--- src/rtl/spi_slave_mode.sv ---
// spi_slave_mode -- run-time CPOL/CPHA SPI slave with word-stream framing and double-buffered TX.
// Rev 1.0
`default_nettype none
`timescale 1ns/1ps

module spi_slave_mode #(
  parameter int WORD_SIZE   = 16,
  parameter int WORD_BITS   = $clog2(WORD_SIZE),
  parameter int SYNC_STAGES = 2,
  parameter bit LSB_FIRST   = 1'b0
) (
  input  logic                 i_clk,
  input  logic                 i_rst,
  input  logic                 i_cpol,
  input  logic                 i_cpha,
  input  logic                 i_sck,
  input  logic                 i_sce,
  input  logic                 i_sin,
  output logic                 o_sout,
  output logic                 o_soe,
  input  logic [WORD_SIZE-1:0] i_win,
  input  logic                 i_wvalid,
  output logic                 o_wready,
  output logic [WORD_SIZE-1:0] o_wout,
  output logic                 o_wstb,
  output logic                 o_urun,
  output logic                 o_ferr,
  output logic                 o_busy
);

  localparam logic [WORD_BITS-1:0] c_LAST_BIT = WORD_BITS'(WORD_SIZE - 1);

  typedef enum logic [0:0] {
    ST_IDLE   = 1'b0,
    ST_ACTIVE = 1'b1
  } state_t;

  state_t                 r_state;
  logic [SYNC_STAGES-1:0] r_sck_sync;
  logic [SYNC_STAGES-1:0] r_sce_sync;
  logic [SYNC_STAGES-1:0] r_sin_sync;
  logic                   r_sck_d;
  logic                   r_sce_d;
  logic                   r_cpol_l;
  logic                   r_cpha_l;
  logic [WORD_SIZE-1:0]   r_rx_sr;
  logic [WORD_SIZE-1:0]   r_tx_sr;
  logic [WORD_SIZE-1:0]   r_hold;
  logic                   r_hold_full;
  logic [WORD_SIZE-1:0]   r_wout;
  logic [WORD_BITS-1:0]   r_cnt;
  logic                   r_word_done;
  logic                   r_wstb;
  logic                   r_urun;
  logic                   r_ferr;
  logic                   r_busy;

  logic                 w_sck;
  logic                 w_sce;
  logic                 w_sin;
  logic                 w_active;
  logic                 w_ce_fall;
  logic                 w_ce_rise;
  logic                 w_nclk;
  logic                 w_nclk_d;
  logic                 w_lead;
  logic                 w_trail;
  logic                 w_sample;
  logic                 w_shift;
  logic                 w_last;
  logic                 w_load;
  logic                 w_accept;
  logic                 w_tx_bit;
  logic [WORD_SIZE-1:0] w_rx_next;
  logic [WORD_SIZE-1:0] w_tx_shifted;

  assign w_sck     = r_sck_sync[SYNC_STAGES-1];
  assign w_sce     = r_sce_sync[SYNC_STAGES-1];
  assign w_sin     = r_sin_sync[SYNC_STAGES-1];
  assign w_active  = (r_state == ST_ACTIVE);
  assign w_ce_fall = ~w_sce & r_sce_d;
  assign w_ce_rise = w_sce & ~r_sce_d;

  // Both samples use the latched polarity, so a mode change never fakes an edge.
  assign w_nclk   = w_sck ^ r_cpol_l;
  assign w_nclk_d = r_sck_d ^ r_cpol_l;
  assign w_lead   = w_nclk & ~w_nclk_d;
  assign w_trail  = ~w_nclk & w_nclk_d;
  assign w_sample = w_active & (r_cpha_l ? w_trail : w_lead);
  assign w_shift  = w_active & (r_cpha_l ? w_lead : w_trail);
  assign w_last   = (r_cnt == c_LAST_BIT);

  assign w_rx_next    = LSB_FIRST ? {w_sin, r_rx_sr[WORD_SIZE-1:1]}
                                  : {r_rx_sr[WORD_SIZE-2:0], w_sin};
  assign w_tx_shifted = LSB_FIRST ? {1'b0, r_tx_sr[WORD_SIZE-1:1]}
                                  : {r_tx_sr[WORD_SIZE-2:0], 1'b0};
  assign w_tx_bit     = LSB_FIRST ? r_tx_sr[0] : r_tx_sr[WORD_SIZE-1];

  // CPHA=0 needs the first bit on the wire before the first edge, so it loads at CE fall.
  assign w_load   = (~w_active & w_ce_fall & ~i_cpha)
                  | (w_shift & (r_cpha_l ? (r_cnt == '0) : r_word_done));
  assign w_accept = i_wvalid & ~r_hold_full;

  always_ff @(posedge i_clk) begin
    if (i_rst) begin
      r_state     <= ST_IDLE;
      r_sck_sync  <= '0;
      r_sce_sync  <= '0;
      r_sin_sync  <= '0;
      r_sck_d     <= 1'b0;
      r_sce_d     <= 1'b0;
      r_cpol_l    <= 1'b0;
      r_cpha_l    <= 1'b0;
      r_rx_sr     <= '0;
      r_tx_sr     <= '0;
      r_hold      <= '0;
      r_hold_full <= 1'b0;
      r_wout      <= '0;
      r_cnt       <= '0;
      r_word_done <= 1'b0;
      r_wstb      <= 1'b0;
      r_urun      <= 1'b0;
      r_ferr      <= 1'b0;
      r_busy      <= 1'b0;
    end else begin
      r_sck_sync <= {r_sck_sync[SYNC_STAGES-2:0], i_sck};
      r_sce_sync <= {r_sce_sync[SYNC_STAGES-2:0], i_sce};
      r_sin_sync <= {r_sin_sync[SYNC_STAGES-2:0], i_sin};
      r_sck_d    <= w_sck;
      r_sce_d    <= w_sce;
      r_wstb     <= 1'b0;
      r_urun     <= 1'b0;
      r_ferr     <= 1'b0;

      if (w_load) begin
        if (r_hold_full) begin
          r_tx_sr <= r_hold;
        end else begin
          r_tx_sr <= '0;
          r_urun  <= 1'b1;
        end
      end else if (w_shift) begin
        r_tx_sr <= w_tx_shifted;
      end

      if (w_accept) begin
        r_hold      <= i_win;
        r_hold_full <= 1'b1;
      end else if (w_load) begin
        r_hold_full <= 1'b0;
      end

      case (r_state)
        ST_IDLE: begin
          if (w_ce_fall) begin
            r_state     <= ST_ACTIVE;
            r_busy      <= 1'b1;
            r_cpol_l    <= i_cpol;
            r_cpha_l    <= i_cpha;
            r_cnt       <= '0;
            r_rx_sr     <= '0;
            r_word_done <= 1'b0;
          end
        end
        ST_ACTIVE: begin
          if (w_sample) begin
            r_rx_sr <= w_rx_next;
            if (w_last) begin
              r_cnt       <= '0;
              r_wout      <= w_rx_next;
              r_wstb      <= 1'b1;
              r_word_done <= 1'b1;
            end else begin
              r_cnt <= r_cnt + 1'b1;
            end
          end
          if (w_shift) begin
            r_word_done <= 1'b0;
          end
          // A word completing in the same cycle as CE rise is a clean end, not an error.
          if (w_ce_rise) begin
            r_state     <= ST_IDLE;
            r_busy      <= 1'b0;
            r_cnt       <= '0;
            r_rx_sr     <= '0;
            r_word_done <= 1'b0;
            r_ferr      <= w_sample ? ~w_last : (r_cnt != '0);
          end
        end
        default: begin
          r_state <= ST_IDLE;
          r_busy  <= 1'b0;
        end
      endcase
    end
  end

  assign o_sout   = w_active & w_tx_bit;
  assign o_soe    = r_busy;
  assign o_busy   = r_busy;
  assign o_wready = ~r_hold_full;
  assign o_wout   = r_wout;
  assign o_wstb   = r_wstb;
  assign o_urun   = r_urun;
  assign o_ferr   = r_ferr;

endmodule

`default_nettype wire
--- config.mk ---
export PLATFORM = sky130hd
export DESIGN_NAME = spi_slave_mode
export DESIGN_NICKNAME = d
export VERILOG_FILES = /design/src/rtl/spi_slave_mode.sv
export SDC_FILE = /design/constraint.sdc
export NUM_CORES = 1
export LEC_CHECK = 0
export BUFFER_PORTS_ARGS = -buffer_cell sky130_fd_sc_hd__buf_2
export CAP_MARGIN = 5
export CELL_PAD_IN_SITES_DETAIL_PLACEMENT = 1
export CELL_PAD_IN_SITES_GLOBAL_PLACEMENT = 1
export CORE_MARGIN = 4
export CORE_UTILIZATION = 43
export DETAILED_ROUTE_END_ITERATION = 7
export PLACE_DENSITY = 0.9
export SETUP_SLACK_MARGIN = 0.02
export SLEW_MARGIN = 10
export SYNTH_ARGS = -nofsm -noshare
export SYNTH_HDL_FRONTEND = slang
export SYNTH_SLANG_ARGS = --single-unit
--- constraint.sdc ---
create_clock -name i_clk -period 2.17 [get_ports i_clk]
set_clock_uncertainty 0.15 [all_clocks]
set_input_delay 0.1085 -clock i_clk [delete_from_list [all_inputs] [get_ports i_clk]]
set_output_delay 0.1085 -clock i_clk [all_outputs]
set_load 0.02 [all_outputs]
==> results.cfg <==
[cts]
clkSlewWorstSetupHoldPaths_ns = 0.09
insertion_delay_ns = 0.36
root_buffer = clkbuf_8
cts_max_level = 3
cts_tree = done
numCtsBuffers = 9
clkSinkCount = 84
clk_path_buf_depth = 2

[final_layout]
nNetsFinal = 461
drive_above_1_share_pct = 22.3
diodes = 0
mostFrequentLayoutCells = 84 x dfxtp_1, 53 x nand2_1, 46 x buf_2
syn2layout_area_growth_pct = 24.2
final_common_cell = dfxtp_1
nFillCells = 907

[synthesis]
syn-cell-area_mm2 = 0.00346
synthArstFlopShare_pct = 0
synth-seq-area-share_pct = 48.6
avgSynthCellArea_um2 = 9.36
synth_warnings = 0
ys.flop_type = dfxtp_1
ys_seq_elements = 84
synth_cells = 370
synth-edff-count = 0
synthDistinctLibCells = 49
syn_nets = 396

[placement]
place.gp.congestion = 0.854
portBuffers = 46
place.detailed.hpwl_um = 6010

[floorplan]
coreArea_mm2 = 0.00777
ios = 47
die_area_mm2 = 0.00955
die_h_um = 97.7
initial_core_util_pct = 44.6
std_cell_rows = 32
fp.dieW_um = 97.7

[power]
intPower_mw = 2.51
seqPwrFrac_pct = 49.4
p_per_area_mw_per_mm2 = 756
finalPower_mw = 3.25
power_switching_mw = 0.741
power_frac_comb_pct = 7.0
switching_share_pct = 22.8
power.share.clock_pct = 43.7
p_leak_nw = 1.65
vdd_drop_max_mv = 0.315

[worst_setup_path]
crit_type = in -> reg
endpoint_kind = flop
crit_chain = dlygate4sd3_1 -> buf_2 -> or4b_1 -> and2_1 -> buf_4 -> a221oi_1
cp_max_fo = 14
slowest_delay_ns = 0.65
cp.arrival_ns = 2.16
cp.required_ns = 2.28
cp_slowest_cell = or4b_1
startpoint_type = input port

[sta]
clock.fmax_ghz = 0.486
drv_slew = 0
finalHoldViolations = 0
rsz0062_at_grt = no
setup_violations = 0
period_needed_ns = 2.06
setup-tns-final_ns = 0
tightest_slew_ns = 0.628
hold_ws_ns = 0.0189
slew_headroom_pct = 58.1
fin_crit_sh_pct = 94.8

[drt]
routed-via-count = 2996
dr.pass1.iters = 4
avgRoutedWirePerCell_um = 16.7
routed_wirelength_um = 9050
avgViaCountPerCell = 5.53
route.detailed.drc = 0
drtIter0Drc = 115
ant_nets = 0

[grt]
grt_pass1_wl_um = 15300
antenna_found_initial = 0
grt_pass1_vias = 3143
gr-usage-all-layers_pct = 19.5
grt_max_degree = 43
overflow = 0

[worst_hold_path]
min_path_type = in -> reg

[run_status]
status = completed

[run]
drv_cap = 0
-- worst paths after layout --
path                 startpoint            end  slack, ns  depth (start not counted)
setup / recovery         i_cpha     r_tx_sr[1]       0.11                          6
hold / removal         i_wvalid      r_hold[0]       0.02                          4
setup reg to reg       r_cpha_l       r_cnt[3]       0.16                          5
hold reg to reg   r_sce_sync[0]  r_sce_sync[1]       0.30                          1
-- Yosys cell counts (5+ instances only) --
cell type | count | area share, %
o211ai_1 | 17 | 3.7
a22o_1 | 16 | 4.0
nand2_1 | 53 | 5.7
a22oi_1 | 14 | 3.0
nor2_1 | 6 | 0.65
a21oi_1 | 35 | 5.1
a221oi_2 | 10 | 4.3
inv_1 | 20 | 2.2
buf_1 | 5 | 0.54
buf_2 | 11 | 1.6
nor2b_1 | 12 | 2.2
nand3_1 | 19 | 2.7
clkbuf_1 | 11 | 1.2
dfxtp_1 | 84 | 49
-- stage by stage --
step	cell area [µm²]	setup WS [ns]	util (%)	instances
floorplan	3460	0.300	-	370
global placement	3810	0.215	49.1	504
detailed placement	3810	0.118	49.1	504
CTS	4280	0.0585	55.1	541
global route	4300	0.0304	55.4	542
finish	4300	0.114	55.4	542
-- metal layers --
| metal | share of wire, % | global-route usage (%) | vias to the layer above |
|---|---|---|---|
| met5 | 0 | 0 | - |
| met4 | 1.5 | 6.60 | 0 |
| met3 | 3.1 | 2.93 | 11 |
| met2 | 52 | 34.9 | 63 |
| met1 | 44 | 23.8 | 1466 |
| li1 | - | - | 1456 |
-- kinds of logic after synthesis --
family,Yosys count,synth area share (%)
compound gates,113,25.4
simple gates,113,16.4
flops,84,48.6
buf+inv,51,6.47
mux,6,1.88
fa+ha+maj,2,0.723
xor+xnor,1,0.470
-- sequential cells by signal, indices dropped and copies added, names as in the netlist, 2 cells and up --
| register | cells |
|---|---|
| r_sck_sync | 2 |
| o_wout | 16 |
| r_sce_sync | 2 |
| r_hold | 16 |
| r_cnt | 4 |
| r_sin_sync | 2 |
| r_rx_sr | 15 |
| r_tx_sr | 16 |
-- final cells by class --
type	count	area, µm²	share of cell area [%]
inverters	20	75.1	1.75
multi-input cells	235	1560	36.2
flip-flops and latches	84	1680	39.1
clock buffers	11	151	3.52
well taps	102	128	2.97
clock inverters	5	106	2.47
repair buffers	85	601	14.0
-- power groups by stage --
stage	Clock [mW]	Combinational [mW]	Sequential [mW]
2_1_floorplan	0	0.130	1.63
6_report	1.42	0.227	1.60
3_5_place_dp	0	0.195	1.64
5_1_grt	1.50	0.251	1.61
3_3_place_gp	0	0.187	1.64
4_1_cts	1.44	0.225	1.60
-- worst max-delay path: cells and delay by family --
family,cells,cell delay [ns]
and+or+nand+nor,2,0.85
AOI/OAI and AO/OA,1,0.33
buffers and inverters,3,0.86
-- what timing repair did --
action / CTS / global route
setup buffers: 0 / 1
endpoints found under the hold margin: 21 / 0
endpoints found under the setup margin: 1 / 14
pin swaps: 0 / 1
resized for setup: 1 / 0
hold buffers: 21 / 0
Note: power is estimated with default switching activity, not from simulation.
